### src/rtl/univ_shift_burst_reg.sv
`default_nettype none
// ============================================================================
// Module   : univ_shift_burst_reg
// Purpose  : Universal shift register with parallel load, logical / rotate /
//            arithmetic shift modes, serial-out capture and an N-position
//            burst shift run under a start/busy/done handshake with abort.
// Ports    : clk    - clock, rising edge
//            rstn   - synchronous reset, active-low
//            load   - parallel load request (IDLE only)
//            din    - parallel load data [WIDTH]
//            start  - burst start request (IDLE only, load wins)
//            mode   - shift mode [3], latched at start
//            count  - number of 1-bit shifts [CNT_W], latched at start
//            sin    - serial input, sampled on each shifting edge
//            abort  - terminates a burst in SHIFT, no shift on that edge
//            dout   - register contents [WIDTH]
//            sout   - last bit shifted / rotated out
//            busy   - high while in SHIFT
//            done   - one-cycle completion pulse
//            parity - ^dout, registered (only with USR_PARITY_EN)
// Options  : `define USR_PARITY_EN adds the parity output.
// Revision : 1.0 - initial release
// ============================================================================
module univ_shift_burst_reg #(
  parameter int WIDTH = 8,
  parameter int CNT_W = 4
) (
  input  logic             clk,
  input  logic             rstn,
  input  logic             load,
  input  logic [WIDTH-1:0] din,
  input  logic             start,
  input  logic [2:0]       mode,
  input  logic [CNT_W-1:0] count,
  input  logic             sin,
  input  logic             abort,
  output logic [WIDTH-1:0] dout,
  output logic             sout,
  output logic             busy,
  output logic             done
`ifdef USR_PARITY_EN
  ,
  output logic             parity
`endif
);

  typedef enum logic [1:0] {
    S_IDLE  = 2'd0,
    S_SHIFT = 2'd1,
    S_DONE  = 2'd2
  } state_t;

  state_t           state_q, state_d;
  logic [WIDTH-1:0] dout_q,  dout_d;
  logic             sout_q,  sout_d;
  logic [2:0]       mode_q,  mode_d;
  logic [CNT_W-1:0] rem_q,   rem_d;

  always_ff @(posedge clk) begin
    if (!rstn) begin
      state_q <= S_IDLE;
      dout_q  <= '0;
      sout_q  <= 1'b0;
      mode_q  <= 3'd0;
      rem_q   <= '0;
    end else begin
      state_q <= state_d;
      dout_q  <= dout_d;
      sout_q  <= sout_d;
      mode_q  <= mode_d;
      rem_q   <= rem_d;
    end
  end

  always_comb begin
    state_d = state_q;
    dout_d  = dout_q;
    sout_d  = sout_q;
    mode_d  = mode_q;
    rem_d   = rem_q;

    unique case (state_q)
      S_IDLE: begin
        if (load) begin
          dout_d = din;
        end else if (start) begin
          mode_d = mode;
          rem_d  = count;
          // A zero-length burst still produces the done pulse.
          state_d = (count != '0) ? S_SHIFT : S_DONE;
        end
      end

      S_SHIFT: begin
        if (abort) begin
          // Partially shifted contents are kept as-is.
          state_d = S_IDLE;
        end else begin
          case (mode_q)
            3'd0: begin
              dout_d = {dout_q[WIDTH-2:0], sin};
              sout_d = dout_q[WIDTH-1];
            end
            3'd1: begin
              dout_d = {sin, dout_q[WIDTH-1:1]};
              sout_d = dout_q[0];
            end
            3'd2: begin
              dout_d = {dout_q[WIDTH-2:0], dout_q[WIDTH-1]};
              sout_d = dout_q[WIDTH-1];
            end
            3'd3: begin
              dout_d = {dout_q[0], dout_q[WIDTH-1:1]};
              sout_d = dout_q[0];
            end
            3'd4: begin
              dout_d = {dout_q[WIDTH-1], dout_q[WIDTH-1:1]};
              sout_d = dout_q[0];
            end
            3'd5: begin
              dout_d = {dout_q[WIDTH-2:0], 1'b0};
              sout_d = dout_q[WIDTH-1];
            end
            // Reserved modes hold data but still run the burst timing.
            default: begin
              dout_d = dout_q;
              sout_d = sout_q;
            end
          endcase
          rem_d = rem_q - 1'b1;
          if (rem_q == {{(CNT_W-1){1'b0}}, 1'b1}) begin
            state_d = S_DONE;
          end
        end
      end

      S_DONE: begin
        state_d = S_IDLE;
      end

      default: begin
        state_d = S_IDLE;
      end
    endcase
  end

  assign dout = dout_q;
  assign sout = sout_q;
  assign busy = (state_q == S_SHIFT);
  assign done = (state_q == S_DONE);

`ifdef USR_PARITY_EN
  logic parity_q, parity_d;

  // Tracks dout exactly: recomputed from the next-state data every edge.
  always_comb begin
    parity_d = ^dout_d;
  end

  always_ff @(posedge clk) begin
    if (!rstn) begin
      parity_q <= 1'b0;
    end else begin
      parity_q <= parity_d;
    end
  end

  assign parity = parity_q;
`endif

endmodule
`default_nettype wire

### config.mk
export PLATFORM = sky130hd
export DESIGN_NAME = univ_shift_burst_reg
export DESIGN_NICKNAME = d
export VERILOG_FILES = /design/src/rtl/univ_shift_burst_reg.sv
export SDC_FILE = /design/constraint.sdc
export NUM_CORES = 1
export LEC_CHECK = 0
export CORE_MARGIN = 3
export CORE_UTILIZATION = 45
export CTS_BUF_LIST = sky130_fd_sc_hd__clkbuf_2 sky130_fd_sc_hd__clkbuf_4 sky130_fd_sc_hd__clkbuf_8
export CTS_CLUSTER_SIZE = 10
export DETAILED_ROUTE_END_ITERATION = 10
export GPL_ROUTABILITY_DRIVEN = 0
export PLACE_DENSITY_LB_ADDON = 0.05
export SLEW_MARGIN = 5
export SYNTH_ARGS = -nofsm -noshare
export SYNTH_HDL_FRONTEND = slang
export SYNTH_SLANG_ARGS = --single-unit
### constraint.sdc
create_clock -name clk -period 1.32 [get_ports clk]
set_input_delay 0.264 -clock clk [delete_from_list [all_inputs] [get_ports clk]]
set_output_delay 0.264 -clock clk [all_outputs]
set_load 0.05 [all_outputs]
# Word level (Yosys, flattened, before mapping)
# Cells that the tools add are included.
# op_classes
add_sub_neg,1
multipliers,0
div_mod_pow,0
n_lt_le_gt_ge,0
eq_ne,16
shifts,0
n_mux,15
bitwise,2
n_reduce_logical,13
# ops
op,count
case mux 8 bit (6 select lines),1
two-way mux 8 bit,2
case mux 8 bit (2 select lines),1
two-way mux 4 bit,3
two-way mux 2 bit,5
"!= test 2 bit, second input constant",5
AND reduction 3 bit,3
case mux 4 bit (2 select lines),1
AND reduction 4 bit,2
"!= test 7 x 1 -> 1 bit, second input constant",1
"== test 3 x 2 -> 1 bit, second input constant",2
"== test 3 bit, second input constant",2
"!= test 6 x 1 -> 1 bit, second input constant",1
OR reduction 3 bit,2
AND reduction 5 bit,1
"== test 4 x 1 -> 1 bit, second input constant",1
case mux 2 bit (2 select lines),1
nonzero test 2 bit,2
nonzero test 4 bit,1
"subtractor 4 x 1 -> 4 bit, second input constant",1
"== test 3 x 1 -> 1 bit, second input constant",1
zero test 3 bit,1
"!= test 3 x 2 -> 1 bit, second input constant",1
"== test 2 x 1 -> 1 bit, second input constant",1
4 further kinds,5
# totals
reg_bits,18
latch_bits,0
ramBits,0
romBits,0
memories,0

# Longest topological paths before layout
# Gate-level depths: netlist of run 1.
# logic_depth
depth_word,5
ltp_mapped,8

# Worst setup path after synthesis of run 1
# Ideal clock, no wire load.
# synth_timing
path_type,register to output
startpoint,register state_q[1]
endpoint,output done
arrival_time_ns,1.449
required_ns,1.056
path_slack_ns,-0.393
stages_incl_launch_ff,3
path_cell_list,dfxtp_1 -> clkbuf_1 -> nor2b_1
# synth_via
elab_chain_len,1
# synth_lines
element,line,source
from (decl),53,"state_t state_q, state_d;"
from (signal assigned),67,state_q <= state_d;
== test 2 bit,150,assign done = (state_q == S_DONE);
to (decl),40,output logic done
# Every way passes these cells.

# Worst setup path after layout of run 1
# layout_timing
startpoint,register state_q[1]
endpoint,"register dout_q[0], in the netlist dout[0]"
# layout_via
elab_chain_len,3
# layout_lines
element,line,source
== test 2 x 1 -> 1 bit / zero test 2 bit (equally long branches),82,unique case (state_q)
!= test 7 x 1 -> 1 bit (no source line) (tied with other cells),--,
AND reduction 4 bit (no source line),--,
to (signal assigned),68,dout_q <= dout_d;
to (decl),54,"logic [WIDTH-1:0] dout_q, dout_d;"
# Parallel ways exist; a longest one is shown, timed or not.
# A chain may end at the register's enable or synchronous reset.

==> metrics.txt, run 1 <==
Crit. path cell count 5; WP data arrival roughly 1.6 ns; Area growth syn-to-layout 73.6%; CORE AREA between 2000 and 3000 sq um; register bit total from synthesis 18; Synth Warn # 0; Layout Nets around 230; CP max-delay cell dfxtp_4; fin crit share 106%; dominant synthesized flop cell dfxtp_1; worst hold endpoint rem_q[3]; row cnt 18; vias 1357; Worst-Margin Slew approximately 0.29 ns; Final Non-Filler Cells approximately 230; worst skew pair latency approximately 0.3 ns; largest net degree at the start of global routing 10; initial core utilization between 40% and 50%; die area 3340 sq um; H-tree levels 1; failing checks negative setup slack; first-pass GRT wire length between 6000 and 7000 um; Leak 0.877 nW; synthesized area around 1200 sq um; CP Max Fanout 5; Reg-to-Reg End dout[0]; Crit path max-delay family flip-flops; grt ovf 0; PnR worst setup slack -0.0807 ns; worst slew margin relative to its limit around four fifths; Yosys top cell by area dfxtp_1; post-route minimum period around 1.4 ns; routed vias/inst just under 6; worst slack at placement -0.521 ns; initial antenna violation count 0; Port Buffers 31; Inst Count DP roughly 220; vias in the first global route between 1000 and 1500; Pre-Repair DR Iteration Count 4; min-delay src rem_q[3]; Clock Pin Slew Worst Setup and Hold Paths around 0.11 ns; Cell Pwr Density 766 nW/um^2; min-delay worst type reg2reg; Post-Route WL 3970 um; crit-path cells nand2b_4 -> buf_6 -> buf_6 -> and2_1 -> o311a_1; Slew Limit Fails 0; Gate Count Post-Synth 140; DRC errors left 0; max cap viols 0; ranking of synthesized cells by area dfxtp_1 (30%), mux2i_1 (9.1%), nor2_1 (5.3%); R2R setup slack -0.08 ns; Layout fillers 146; sequential area share after synthesis between 20% and 30%; Post-Route Utilization between 80% and 90%; Final setup viols 17; most frequent CP cell buf_6; Clock Tree Root clkbuf_4; startpoint types flop; Inserted Diodes 0; number of clock sinks 18; first-iteration detailed-routing DRC count 52; clk_skew between 0.006 and 0.007 ns; Syn Area/Cell between 8 and 9 sq um; HPWL Detailed ~2600 um; die width 57.8 um; Global Route Usage Sum 24.4%; Post-DRT Antenna Nets 0; critical path class reg2reg; Peak supply drop about 0.73 mV; share of cells above drive strength 1 approximately 41%; CP max stage delay roughly 0.38 ns; WP buf/inv 2; Fmax achieved ~710 MHz; Worst Hold Path Cells 2; Die Height approximately 58 um; io pins 32; endpoints failing hold 0; Async S/R FF share, synth 0%; status complete, but fails checks; RR Startpoint state_q[1]; Hold WS 0.518 ns; CTS tree built; setup TNS -0.702 ns; CP endpoint kind flop; commonest cells in the netlist dfxtp_1 (18), nor2_1 (17), mux2i_1 (11); top-count cell post-synth dfxtp_1; RSZ-0062 raised after global routing true; clock buffer count from CTS 3; synthesized net count ~160; Distinct cells, synth 44; CTS Buffer Depth 2; worst path required time approximately 1.5 ns; Avg WL per Cell around 17 um; number of synthesized flops with an enable pin 0; post-synth top area share between 20% and 30%; R2R depth 5
==> sequential cells by signal, summed over array words and instances, names as in the netlist <==
signal   cells
sout         1
rem_q        4
mode_q       3
state_q      2
dout         8
==> worst register-to-register path: cells and delay by family (launching register included) <==
kind | cells | cell delay (ns)
AO/OA/AOI/OAI | 1 | 0.35
buffers and inverters | 2 | 0.25
flip-flops | 1 | 0.38
AND/OR/NAND/NOR | 2 | 0.32
==> placed cells by master, fill, tap and decap left out, types with 5 or more instances in the layout <==
cell type / instances
mux2i_1: 11
nor2_1: 14
nor3_1: 8
buf_12: 11
buf_4: 29
a32o_1: 6
buf_6: 12
a21oi_1: 5
dfxtp_1: 13
clkdlybuf4s50_1: 18
o21ai_0: 6
==> routing by layer <==
| metal | track usage, % | up-vias | routed length (um) |
|---|---|---|---|
| met1 | 30.0 | 650 | 1600 |
| met5 | 0 | - | 0 |
| met4 | 8.94 | 0 | 112 |
| met2 | 41.5 | 53 | 1990 |
| met3 | 5.35 | 13 | 270 |
| li1 | - | 641 | - |
==> final cells by class <==
cell class | instances | area, sq um | area share [%]
multi-input combinational | 105 | 860 | 41.0
timing repair buffer | 73 | 776 | 37.0
sequential | 18 | 377 | 18.0
tap | 30 | 37.5 | 1.79
inverter | 5 | 23.8 | 1.13
clock buffer | 3 | 22.5 | 1.07
==> stage by stage <==
stage | power, mW | cell area [sq um]
3_3_place_gp | 1.23 | 1860
2_1_floorplan | 0.959 | 1230
3_5_place_dp | 1.25 | 1860
5_1_grt | 1.68 | 2100
6_report | 1.61 | 2100
4_1_cts | 1.57 | 2040
==> where the power goes <==
group / internal [mW] / switching, mW
sequential: 0.580 / 0.0636
clock: 0.106 / 0.175
combinational: 0.367 / 0.313
==> worst max-delay path by stage <==
stage	startpoint	end	slack [ns]
floorplan	mode_q[1]	dout[0]	-0.13
global placement	abort	dout[0]	-0.50
detailed placement	abort	dout[0]	-0.52
CTS	state_q[0]	mode_q[0]	-0.07
global route	state_q[1]	rem_q[1]	-0.14
finish	state_q[1]	dout[0]	-0.08
==> kinds of logic (layout without fill, tap and decap cells) <==
logic type                 after synthesis  after routing  synth area share [%]
adders and majority gates                2              2                  2.07
buffers and inverters                   17             81                  7.36
AOI/OAI and AO/OA                       40             40                  25.1
DFF                                     18             18                  29.8
and+or+nand+nor                         49             49                  22.8
muxes                                   14             14                  12.8
==> what timing repair did <==
item                                    in CTS  in global routing
buffers inserted                             7                  1
gates resized for setup                     34                 14
pin swaps                                   10                 17
endpoints found under the setup margin      20                 20
cloned                                       0                  1
hold buffers                                 0                  0
(Power assumes the default switching activity.)
==> inputs of run 2 (changes only) <==
CELL_PAD_IN_SITES_DETAIL_PLACEMENT = 0   (was unset)
CELL_PAD_IN_SITES_GLOBAL_PLACEMENT = 2   (was unset)
CORE_UTILIZATION = 29   (was 45)
clock period = 1.5 ns   (was 1.32 ns; I/O delays follow)
==> run 2 against run 1 <==
Die area grew 49%. The flow now finishes without violations. Setup slack gained 0.16 ns. First-iteration DRC count shrank 50%. Hold slack lost 0.017 ns. Sequential share of layout area grew 1.0 points. Design area shrank 8.7%. Highest routed layer unchanged. Largest power group is now sequential cells. Critical path depth shrank 1. Final cell count grew 0.43%. Total power shrank 7.1%. Clock power grew 44%. Sequential power shrank 11%. Wire length shrank 17%.
==> metrics.txt, run 2 (synthesized netlist as in run 1, its figures left out) <==
clock buffer count from CTS 3 (unchanged); RSZ-0062 raised after global routing false; worst slew margin relative to its limit 76.6% (-4.1 points); Layout Nets 211 (-7.9%); row cnt 22 (+4); Internal 1.03 mW (-2.4%); initial core utilization 31.6% (-16 points); initial antenna violation count 0 (unchanged); HPWL Detailed 2610 um (+1.8%); Peak supply drop 0.363 mV (-50%); clock network power share 27.2% (+9.7 points); DRC errors left 0 (unchanged); Cell Pwr Density 779 nW/um^2 (+1.8%); number of clock sinks 18 (unchanged); max reg flops 8 (unchanged); Layout fillers 357 (+140%); first-pass GRT wire length 5670 um (-11%); Tot Pwr 1.49 mW (-7.1%); commonest non-fill, non-tap cell in the layout buf_4; share of cells above drive strength 1 28.9% (-12 points); CORE AREA 3830 sq um (+52%); Inserted Diodes 0 (unchanged); worst path required time 1.20 ns (-0.32 ns); Fmax achieved approximately 700 MHz; first-iteration detailed-routing DRC count 26 (-50%); Post-DRT Antenna Nets 0 (unchanged); max cap viols 0 (unchanged); clk_skew 0.000824 ns (-0.00546 ns); Global Route Usage Sum 13.9% (-11 points); vias 1185 (-13%); Seq pwr share 38.2% (-1.9 points); critical path class reg2out; CTS tree built; H-tree levels 1 (unchanged); Leak 0.787 nW (-10%); CTS Buffer Depth 2 (unchanged); Clock Pin Slew Worst Setup and Hold Paths 0.07 ns (-0.04 ns); Psw 0.463 mW (-16%); vias in the first global route 1173 (-16%); Final setup viols 0 (-17); startpoint types flop; die width 70.5 um (+22%); Sw Ratio 31.1% (-3.3 points); most frequent cells in the layout buf_4 (22), clkdlybuf4s50_1 (18), nor2_1 (17); io pins 32 (unchanged); CP Max Fanout 6 (+1); post-route minimum period 1.42 ns; Port Buffers 31 (unchanged); Area growth syn-to-layout 58.5%; Slew Limit Fails 0 (unchanged); Clock Tree Root clkbuf_8; endpoints failing hold 0 (unchanged); Hold WS 0.501 ns (-0.0167 ns); largest net degree at the start of global routing 11 (+1); WP data arrival 1.12 ns (-0.48 ns); Pre-Repair DR Iteration Count 4 (unchanged); routed vias/inst 5.04 (-13%); die area 4970 sq um (+49%); worst skew pair latency 0.25 ns (-0.05 ns); Die Height 70.5 um (+22%); grt ovf 0 (unchanged); CP endpoint kind output port; Worst-Margin Slew 0.350 ns (+0.0636 ns); combinational share of power 34.6% (-7.7 points); min-delay worst type reg2reg; Avg WL per Cell 14.0 um (-17%); fin crit share between 90% and 100%; status complete, no violations; Post-Route WL 3290 um (-17%)
[run 2: cell types whose count changed in the layout (fill, tap and decap cells not counted), moves of 3 or more]
cell      before  now
nor2_1        14   17
buf_4         29   22
clkbuf_4       3    0
clkbuf_8       0    4
dfxtp_4        4    0
buf_6         12    0
[run 2: stage by stage]
step	setup WS [ns]	area, sq um	util (%)	std cells	TNS (ns)
4_1_cts	-0.00469	1900	49.6	235	-0.00469
6_report	0.0786	1910	50.0	235	0
3_5_place_dp	-0.387	1820	47.4	229	-4.74
5_1_grt	0.00657	1910	50.0	235	0
3_3_place_gp	-0.371	1820	47.4	229	-4.37
2_1_floorplan	0.00242	1210	-	140	0
[run 2: routing by layer]
layer | vias up | wire length [um] | global-route usage (%)
li1 | 608 | - | -
met1 | 545 | 1640 | 20.0
met2 | 28 | 1440 | 20.6
met3 | 4 | 173 | 4.03
met4 | 0 | 25 | 2.55
met5 | - | 0 | 0
[run 2: what timing repair did]
item                                   in CTS  in global routing
pin swaps                                   0                  2
hold buffers                                0                  0
setup endpoints to repair                  11                 12
endpoints found under the hold margin       0                  0
resized for setup                           7                  6
setup buffers                               2                  0
[run 2: worst paths after layout]
kind               from       end  slack (ns)  depth (start not counted)
max          state_q[0]      busy        0.08                          4
min            rem_q[3]  rem_q[3]        0.50                          2
max reg2reg   mode_q[2]   dout[0]        0.09                          5
min reg2reg    rem_q[3]  rem_q[3]        0.50                          2
[run 2: cell type report]
cell class | instances | area [sq um] | area share, %
Sequential cell | 18 | 364 | 19.0
Clock buffer | 4 | 55.1 | 2.88
Multi-Input combinational cell | 105 | 787 | 41.1
Tap cell | 48 | 60.1 | 3.14
Timing Repair Buffer | 55 | 627 | 32.7
Inverter | 5 | 21.3 | 1.11
[run 2: critical path: stages, from the launching register on]
cell and delay [ns]:
dfxtp_2 0.37, buf_12 0.13, nand2b_2 0.12, inv_4 0.11
buf_12 0.14
[run 2: power groups by stage]
stage	sequential [mW]	clock [mW]	combinational, mW
finish	0.570	0.406	0.516
global route	0.577	0.442	0.556
CTS	0.570	0.420	0.518
detailed placement	0.580	0	0.507
global placement	0.580	0	0.503
floorplan	0.624	0	0.213
